File: src/rtl/multiplication_result_buffer_if.sv
// rtl/multiplication_result_buffer_if.sv - issue, product and writeback signals of the multiply result buffer
interface multiplication_result_buffer_if #(
  parameter int DATA_WIDTH = 32,
  parameter int TAG_WIDTH  = 6
);
  logic                  clk_en_i;
  logic                  issue_valid_i;
  logic [TAG_WIDTH-1:0]  issue_tag_i;
  logic                  issue_ready_o;
  logic                  issue_fire_o;
  logic [DATA_WIDTH-1:0] product_i;
  logic                  product_valid_i;
  logic                  flush_i;
  logic                  wb_valid_o;
  logic [DATA_WIDTH-1:0] wb_data_o;
  logic [TAG_WIDTH-1:0]  wb_tag_o;
  logic                  wb_ready_i;
  logic                  align_error_o;

  modport slave (
    input  clk_en_i, issue_valid_i, issue_tag_i, product_i, product_valid_i, flush_i, wb_ready_i,
    output issue_ready_o, issue_fire_o, wb_valid_o, wb_data_o, wb_tag_o, align_error_o
  );

  modport master (
    output clk_en_i, issue_valid_i, issue_tag_i, product_i, product_valid_i, flush_i, wb_ready_i,
    input  issue_ready_o, issue_fire_o, wb_valid_o, wb_data_o, wb_tag_o, align_error_o
  );
endinterface

File: src/rtl/multiplication_result_buffer.sv
// rtl/multiplication_result_buffer.sv - tag pipe, credit throttle and result FIFO behind the multiplier
// MUL_LATENCY must be >= 2 and DEPTH a power of two >= 2.
module multiplication_result_buffer #(
  parameter int DATA_WIDTH  = 32,
  parameter int TAG_WIDTH   = 6,
  parameter int DEPTH       = 4,
  parameter int MUL_LATENCY = 4
) (
  input logic                           clk_i,
  input logic                           rst_i,
  multiplication_result_buffer_if.slave bus
);
  localparam int AW = $clog2(DEPTH);
  localparam int PW = AW + 1;
  localparam int IW = $clog2(MUL_LATENCY + 1);
  localparam int CW = $clog2(DEPTH + MUL_LATENCY + 1);

  logic [PW-1:0]         wr_ptr_q, wr_ptr_d;
  logic [PW-1:0]         rd_ptr_q, rd_ptr_d;
  logic [IW-1:0]         inflight_q, inflight_d;
  logic                  align_err_q, align_err_d;
  logic [MUL_LATENCY-1:0] pipe_vld_q, pipe_vld_d;
  logic [MUL_LATENCY-1:0] pipe_kill_q, pipe_kill_d;
  logic [TAG_WIDTH-1:0]  pipe_tag_q [MUL_LATENCY];
  logic [TAG_WIDTH-1:0]  pipe_tag_d [MUL_LATENCY];

  logic [DATA_WIDTH-1:0] mem_data_q [DEPTH];
  logic [TAG_WIDTH-1:0]  mem_tag_q  [DEPTH];

  logic [PW-1:0]         count;
  logic [CW-1:0]         credit_used;
  logic                  full;
  logic                  empty;
  logic                  issue_ready;
  logic                  fire;
  logic                  tail_vld;
  logic                  tail_kill;
  logic [TAG_WIDTH-1:0]  tail_tag;
  logic                  enq;
  logic                  deq;

  assign count       = wr_ptr_q - rd_ptr_q;
  assign empty       = (wr_ptr_q == rd_ptr_q);
  assign full        = (wr_ptr_q[AW-1:0] == rd_ptr_q[AW-1:0]) && (wr_ptr_q[AW] != rd_ptr_q[AW]);
  // Credit counts products still in the multiplier so every arrival is guaranteed a slot.
  assign credit_used = CW'(count) + CW'(inflight_q);
  assign issue_ready = bus.clk_en_i & ~bus.flush_i & (credit_used < CW'(DEPTH));
  assign fire        = bus.issue_valid_i & issue_ready;

  assign tail_vld  = pipe_vld_q[MUL_LATENCY-1];
  assign tail_kill = pipe_kill_q[MUL_LATENCY-1];
  assign tail_tag  = pipe_tag_q[MUL_LATENCY-1];

  assign bus.issue_ready_o = issue_ready;
  assign bus.issue_fire_o  = fire;
  assign bus.wb_valid_o    = ~empty;
  assign bus.wb_data_o     = empty ? '0 : mem_data_q[rd_ptr_q[AW-1:0]];
  assign bus.wb_tag_o      = empty ? '0 : mem_tag_q[rd_ptr_q[AW-1:0]];
  assign bus.align_error_o = align_err_q;

  always_comb begin
    wr_ptr_d    = wr_ptr_q;
    rd_ptr_d    = rd_ptr_q;
    inflight_d  = inflight_q;
    align_err_d = align_err_q;
    pipe_vld_d  = pipe_vld_q;
    pipe_kill_d = pipe_kill_q;
    pipe_tag_d  = pipe_tag_q;
    enq         = 1'b0;
    deq         = 1'b0;

    if (bus.clk_en_i) begin
      pipe_vld_d     = {pipe_vld_q[MUL_LATENCY-2:0], fire};
      pipe_kill_d[0] = 1'b0;
      pipe_tag_d[0]  = bus.issue_tag_i;
      for (int i = 1; i < MUL_LATENCY; i++) begin
        pipe_kill_d[i] = pipe_kill_q[i-1] | bus.flush_i;
        pipe_tag_d[i]  = pipe_tag_q[i-1];
      end

      if (bus.product_valid_i != tail_vld) begin
        align_err_d = 1'b1;
      end else if (tail_vld && !tail_kill && !bus.flush_i) begin
        if (full) align_err_d = 1'b1;
        else      enq = 1'b1;
      end

      deq = ~empty & bus.wb_ready_i & ~bus.flush_i;

      if (bus.flush_i) begin
        rd_ptr_d = wr_ptr_q;
      end else begin
        if (enq) wr_ptr_d = wr_ptr_q + PW'(1);
        if (deq) rd_ptr_d = rd_ptr_q + PW'(1);
      end

      // Killed ops still return their credit when they leave the tail.
      case ({fire, tail_vld})
        2'b10:   inflight_d = inflight_q + IW'(1);
        2'b01:   inflight_d = inflight_q - IW'(1);
        default: inflight_d = inflight_q;
      endcase
    end
  end

  always_ff @(posedge clk_i or posedge rst_i) begin
    if (rst_i) begin
      wr_ptr_q    <= '0;
      rd_ptr_q    <= '0;
      inflight_q  <= '0;
      align_err_q <= 1'b0;
      pipe_vld_q  <= '0;
      pipe_kill_q <= '0;
      for (int i = 0; i < MUL_LATENCY; i++) pipe_tag_q[i] <= '0;
    end else begin
      wr_ptr_q    <= wr_ptr_d;
      rd_ptr_q    <= rd_ptr_d;
      inflight_q  <= inflight_d;
      align_err_q <= align_err_d;
      pipe_vld_q  <= pipe_vld_d;
      pipe_kill_q <= pipe_kill_d;
      pipe_tag_q  <= pipe_tag_d;
    end
  end

  // Storage needs no reset: the head is masked to zero while the FIFO is empty.
  always_ff @(posedge clk_i) begin
    if (enq) begin
      mem_data_q[wr_ptr_q[AW-1:0]] <= bus.product_i;
      mem_tag_q[wr_ptr_q[AW-1:0]]  <= tail_tag;
    end
  end
endmodule
File: src/flat_wrapper.sv
// flat-port wrapper written by rule: the top's interface ports become plain ports
module multiplication_result_buffer_flat 
#(
  parameter int DATA_WIDTH  = 32,
  parameter int TAG_WIDTH   = 6,
  parameter int DEPTH       = 4,
  parameter int MUL_LATENCY = 4
)
  (clk_i, rst_i, bus_clk_en_i, bus_issue_valid_i, bus_issue_tag_i, bus_product_i, bus_product_valid_i, bus_flush_i, bus_wb_ready_i, bus_issue_ready_o, bus_issue_fire_o, bus_wb_valid_o, bus_wb_data_o, bus_wb_tag_o, bus_align_error_o);
  multiplication_result_buffer_if #(.DATA_WIDTH(DATA_WIDTH), .TAG_WIDTH(TAG_WIDTH)) bus_i ();
  input logic clk_i;
  input logic rst_i;
  input wire logic [$bits(bus_i.clk_en_i)-1:0] bus_clk_en_i;
  input wire logic [$bits(bus_i.issue_valid_i)-1:0] bus_issue_valid_i;
  input wire logic [$bits(bus_i.issue_tag_i)-1:0] bus_issue_tag_i;
  input wire logic [$bits(bus_i.product_i)-1:0] bus_product_i;
  input wire logic [$bits(bus_i.product_valid_i)-1:0] bus_product_valid_i;
  input wire logic [$bits(bus_i.flush_i)-1:0] bus_flush_i;
  input wire logic [$bits(bus_i.wb_ready_i)-1:0] bus_wb_ready_i;
  output wire logic [$bits(bus_i.issue_ready_o)-1:0] bus_issue_ready_o;
  output wire logic [$bits(bus_i.issue_fire_o)-1:0] bus_issue_fire_o;
  output wire logic [$bits(bus_i.wb_valid_o)-1:0] bus_wb_valid_o;
  output wire logic [$bits(bus_i.wb_data_o)-1:0] bus_wb_data_o;
  output wire logic [$bits(bus_i.wb_tag_o)-1:0] bus_wb_tag_o;
  output wire logic [$bits(bus_i.align_error_o)-1:0] bus_align_error_o;
  assign bus_i.clk_en_i = bus_clk_en_i;
  assign bus_i.issue_valid_i = bus_issue_valid_i;
  assign bus_i.issue_tag_i = bus_issue_tag_i;
  assign bus_i.product_i = bus_product_i;
  assign bus_i.product_valid_i = bus_product_valid_i;
  assign bus_i.flush_i = bus_flush_i;
  assign bus_i.wb_ready_i = bus_wb_ready_i;
  assign bus_issue_ready_o = bus_i.issue_ready_o;
  assign bus_issue_fire_o = bus_i.issue_fire_o;
  assign bus_wb_valid_o = bus_i.wb_valid_o;
  assign bus_wb_data_o = bus_i.wb_data_o;
  assign bus_wb_tag_o = bus_i.wb_tag_o;
  assign bus_align_error_o = bus_i.align_error_o;
  multiplication_result_buffer #(.DATA_WIDTH(DATA_WIDTH), .TAG_WIDTH(TAG_WIDTH), .DEPTH(DEPTH), .MUL_LATENCY(MUL_LATENCY)) u_core (.clk_i(clk_i), .rst_i(rst_i), .bus(bus_i));
endmodule
File: config.mk
export PLATFORM = sky130hd
export DESIGN_NAME = multiplication_result_buffer_flat
export DESIGN_NICKNAME = d
export VERILOG_FILES = /design/src/rtl/multiplication_result_buffer_if.sv /design/src/rtl/multiplication_result_buffer.sv /design/src/flat_wrapper.sv
export SDC_FILE = /design/constraint.sdc
export NUM_CORES = 1
export LEC_CHECK = 0
export CAP_MARGIN = 20
export CELL_PAD_IN_SITES_DETAIL_PLACEMENT = 2
export CELL_PAD_IN_SITES_GLOBAL_PLACEMENT = 2
export CORE_MARGIN = 5
export CORE_UTILIZATION = 40
export CTS_BUF_LIST = sky130_fd_sc_hd__clkbuf_8
export CTS_CLUSTER_DIAMETER = 80
export DETAILED_ROUTE_END_ITERATION = 16
export PLACE_DENSITY = 0.75
export SETUP_SLACK_MARGIN = 0.3
export SYNTH_ARGS = -nofsm -noshare
export SYNTH_HDL_FRONTEND = slang
export SYNTH_SLANG_ARGS = --single-unit
File: constraint.sdc
create_clock -name clk_i -period 3.2 [get_ports clk_i]
set_clock_uncertainty 0.15 [all_clocks]
set_input_delay 0.32 -clock clk_i [delete_from_list [all_inputs] [get_ports clk_i]]
set_output_delay 0.32 -clock clk_i [all_outputs]
set_load 0.005 [all_outputs]
==> impl.org <==
** Synth
- Post-synthesis register bit count :: slightly below 200
- Largest area contributor in the netlist :: sky130_fd_sc_hd__edfxtp_1
- Mean area per synthesized cell :: slightly below 20 um^2
- The top cell type by area accounts for 59.3% of the synthesized area.
- Syn Inst Count :: around 390
- In the synthesized netlist the async set-or-reset flop fraction comes to between 20% and 30%.
- Proportion of synthesized chip area in sequential cells :: between 70% and 80%
- In this run the cell area of the synthesized design comes to approximately 7700 um^2.
- EDFF count, synth :: 152
- The number of nets handed over by synthesis was 449.
- Top post-synthesis cells by area :: sky130_fd_sc_hd__edfxtp_1 59%, sky130_fd_sc_hd__dfrtp_1 13%, sky130_fd_sc_hd__mux4_2 11%
- In the synthesized netlist the dominant register cell turns out to be sky130_fd_sc_hd__edfxtp_1.
- Yosys printed 0 warnings.
- Distinct cell type count of the synthesized netlist :: 37

** STA
- Final hold analysis gives a worst-case slack of roughly 220 ps.
- Final-report hold violation count :: 0
- Number of max-slew violations in the final report :: 0
- The worst path needs roughly 3000 ps of the cycle, external delays included.
- Max Clk Rate :: 334 MHz
- For the final routed database, the setup TNS stands at 0 ps.
- Measured against its own limit, the worst slew margin works out to between 30% and 40%.
- Slew at the pin with the worst max-slew slack :: ~910 ps
- Dividing the final minimum period by the clock period gives a little over nine tenths.
- Final setup violation count :: 0
- RSZ-0062 raised after global routing :: yes

** Floorplan
- The die is about 150 um wide.
- I/O pin total :: 87
- The die covers 22100 um^2.
- After floorplanning, the core was divided into 50 placement rows.
- After floorplanning, the core was sized to cover between 15000 and 20000 um^2.
- Once the floorplan was initialized, standard cells occupied 40.9% of the core.
- The die is approximately 150 um tall.

** Clock network
- At the later pin of the worst-skew pair, clock insertion delay measures about 450 ps.
- Total CTS buffers :: 17
- The cell sitting at the root of the clock tree is a sky130_fd_sc_hd__clkbuf_8.
- The clock passes through at most 2 buffers.
- The clock drives just under 200 sinks.
- After clock tree synthesis, the clock-pin slew on the worst setup and hold paths is about 100 ps.
- TritonCTS built the clock tree.
- The clock tree synthesis step divided the H-tree into 4 levels.

** Global routing
- Antenna violations before repair :: 0
- Entering global routing, the biggest net connects 43 pins.
- GRT overflow :: 0
- Global-route wire length before repair :: between 20000 and 30000 um
- In the global route stage, overall resource usage came out at ~16%.
- The via count of the first global-routing pass is roughly 4500.

** Power
- Summed over all cells, the static leakage comes to around 3.3 nW.
- Worst IR drop on VDD :: 0.000397 V
- Power per cell area :: around 800 nW/um^2

** Final layout
- Fill cells in the final layout number between 1500 and 2000.
- The post-route netlist has 30.3% of its cells at a drive strength greater than 1.
- The net count of the finished layout is 562.
- Antenna diode instance count :: 0
- The area growth from synthesis to layout is 25.5%.

** Detailed routing
- Via count of the routed design :: about 4000
- Dividing the detail-routed via count by the number of cells gives just over 5.
- Remaining number of nets flagged by the antenna check after routing :: 0
- Number of violations reported at the end of detailed-routing iteration 0 :: 308
- Final routed wire length divided by cell count :: roughly 23 um
- Remaining DRCs :: 0
- WL final :: 17800 um
- The first TritonRoute pass finished after 4 iterations.

** Outcome
- Outcome :: finished, final reports clean

** Hold path
- The tightest min-delay check is of the in2async type.

** Place
- Once detailed placement completed, the half-perimeter wirelength came to 10600 um.
- Routability congestion estimate from global placement :: roughly 0.7
- PortBufs :: between 80 and 90

** Critical path
- For the worst setup path, the data required time is about 2700 ps.
- R2r setup slk :: ~230 ps
- The critical path in this run is classified as reg2out.
- Measured in cells, the most critical reg-to-reg path has a length of 15.
- Data arrives at the worst endpoint at approximately 2500 ps.
- In this run the worst path has a maximum fanout of 3.
- Startpoint class of the critical path :: flip-flop
- Nature of the critical path endpoint :: primary output

** Job
- Number of max-capacitance violations reported :: 0
## synth_stat cells, types with 2 or more instances
| library cell | count |
|---|---|
| sky130_fd_sc_hd__dfrtp_1 | 41 |
| sky130_fd_sc_hd__inv_1 | 14 |
| sky130_fd_sc_hd__fa_1 | 2 |
| sky130_fd_sc_hd__a2111o_1 | 2 |
| sky130_fd_sc_hd__ha_1 | 10 |
| sky130_fd_sc_hd__and2_2 | 3 |
| sky130_fd_sc_hd__buf_2 | 8 |
| sky130_fd_sc_hd__nor2_1 | 2 |
| sky130_fd_sc_hd__xnor2_1 | 6 |
| sky130_fd_sc_hd__nor2b_1 | 41 |
| sky130_fd_sc_hd__o211ai_1 | 2 |
| sky130_fd_sc_hd__mux2_2 | 28 |
| sky130_fd_sc_hd__o2111ai_1 | 2 |
| sky130_fd_sc_hd__nand2_1 | 3 |
| sky130_fd_sc_hd__o21ai_0 | 3 |
| sky130_fd_sc_hd__edfxtp_1 | 152 |
| sky130_fd_sc_hd__buf_4 | 4 |
| sky130_fd_sc_hd__nand2b_1 | 4 |
| sky130_fd_sc_hd__clkbuf_1 | 5 |
| sky130_fd_sc_hd__mux4_2 | 38 |
| sky130_fd_sc_hd__xor2_1 | 3 |
| sky130_fd_sc_hd__o22a_1 | 2 |
| sky130_fd_sc_hd__a31oi_1 | 2 |
| sky130_fd_sc_hd__a21oi_1 | 2 |
## metal layers
metal  track usage [%]  routed length [um]  up-vias
met5                 0                   0        -
met4              4.58                 138        0
met3              3.19                 619       12
met2              27.5                9360       91
met1              20.7                7730     2119
li1                  -                   -     1748
## state kept, by name, indices dropped and copies added (netlist names)
name / count
u_core.pipe_tag_q: 18
u_core.inflight_q: 3
u_core.wr_ptr_q: 3
u_core.mem_data_q: 128
u_core.mem_tag_q: 24
u_core.pipe_kill_q: 3
u_core.bus.align_error_o: 1
u_core.pipe_vld_q: 4
u_core.rd_ptr_q: 3
u_core.tail_tag: 6
## critical path: stages (launching register included)
cell and delay, ps:
sky130_fd_sc_hd__dfrtp_1 410, sky130_fd_sc_hd__inv_2 90, sky130_fd_sc_hd__ha_4 130, sky130_fd_sc_hd__inv_2 30, sky130_fd_sc_hd__fa_2 340, sky130_fd_sc_hd__xnor2_2 140
sky130_fd_sc_hd__ha_1 300, sky130_fd_sc_hd__nor3_2 160, sky130_fd_sc_hd__buf_4 140, sky130_fd_sc_hd__nand4_1 120, sky130_fd_sc_hd__inv_1 90, sky130_fd_sc_hd__buf_2 110
## path summary, 6_finish.rpt
path,end,startpoint
worst max-delay path,bus_issue_fire_o,u_core.wr_ptr_q[0]$_DFFE_PP0P_
worst min-delay path,u_core.pipe_tag_q[23]$_DFFE_PP0P_,rst_i
worst max register to register,u_core.inflight_q[2]$_DFFE_PP0P_,u_core.wr_ptr_q[0]$_DFFE_PP0P_
worst min register to register,u_core.pipe_kill_q[2]$_DFFE_PP0P_,u_core.pipe_kill_q[1]$_DFFE_PP0P_
max in group asynchronous,u_core.pipe_tag_q[19]$_DFFE_PP0P_,rst_i
min in group clk_i,u_core.pipe_tag_q[23]$_DFFE_PP0P_,bus_issue_tag_i[5]
## power breakdown
part	total (mW)	switching, mW	leakage, nW	internal [mW]
clock	1.72	0.892	0.211	0.830
combinational	3.00	1.28	1.25	1.72
sequential	2.97	0.123	1.85	2.85
## area by class of cell
type                       instances  area [um^2]  area share, %
clock inverter                    13          174           1.80
multi-input combinational        167         2050           21.2
sequential                       193         5590           57.9
timing repair buffer             112         1200           12.4
clock buffer                      19          262           2.71
inverter                          14         52.6          0.544
tap                              260          325           3.37
## kinds of logic (layout without fill, tap and decap cells)
logic type | after synthesis | count (layout) | share of synthesized area (%)
flops | 193 | 193 | 72.6
mux | 67 | 67 | 15.4
simple gates | 60 | 60 | 4.83
buf+inv | 32 | 158 | 1.98
compound gates | 19 | 19 | 2.00
fa+ha+maj | 12 | 12 | 2.15
xor+xnor | 9 | 9 | 1.02
## placed cells by master, fill, tap and decap left out, types with 4 or more instances in the layout
cell / synthesis / layout
sky130_fd_sc_hd__buf_12: 0 / 5
sky130_fd_sc_hd__buf_4: 4 / 13
sky130_fd_sc_hd__clkbuf_8: 0 / 19
sky130_fd_sc_hd__clkdlybuf4s50_1: 0 / 84
sky130_fd_sc_hd__dfrtp_1: 41 / 38
sky130_fd_sc_hd__edfxtp_1: 152 / 152
sky130_fd_sc_hd__ha_1: 10 / 6
sky130_fd_sc_hd__inv_1: 14 / 9
sky130_fd_sc_hd__inv_2: 0 / 5
sky130_fd_sc_hd__mux2_2: 28 / 28
sky130_fd_sc_hd__mux4_2: 38 / 38
sky130_fd_sc_hd__nand2b_1: 4 / 4
sky130_fd_sc_hd__nor2b_1: 41 / 34
sky130_fd_sc_hd__nor2b_2: 0 / 6
sky130_fd_sc_hd__xnor2_1: 6 / 5
## through the flow
step	std cells	utilization (%)	worst slack [ps]	cell area, um^2	total power [mW]
final	778	51.3	204	9660	7.69
after detailed placement	732	47.5	112	8940	5.63
after global routing	778	51.3	12.6	9660	8.14
after CTS	768	50.3	191	9460	7.48
after floorplan	392	-	308	7720	4.35
after global placement	732	47.5	247	8940	5.53
## timing repair
action | 4_1_cts | 5_1_grt
resized for setup | 25 | 14
pin swaps | 9 | 3
setup endpoints to repair | 44 | 44
hold buffers | 0 | 0
cloned | 0 | 6
buffers inserted | 4 | 4
Note: power is estimated with default switching activity, not from simulation.
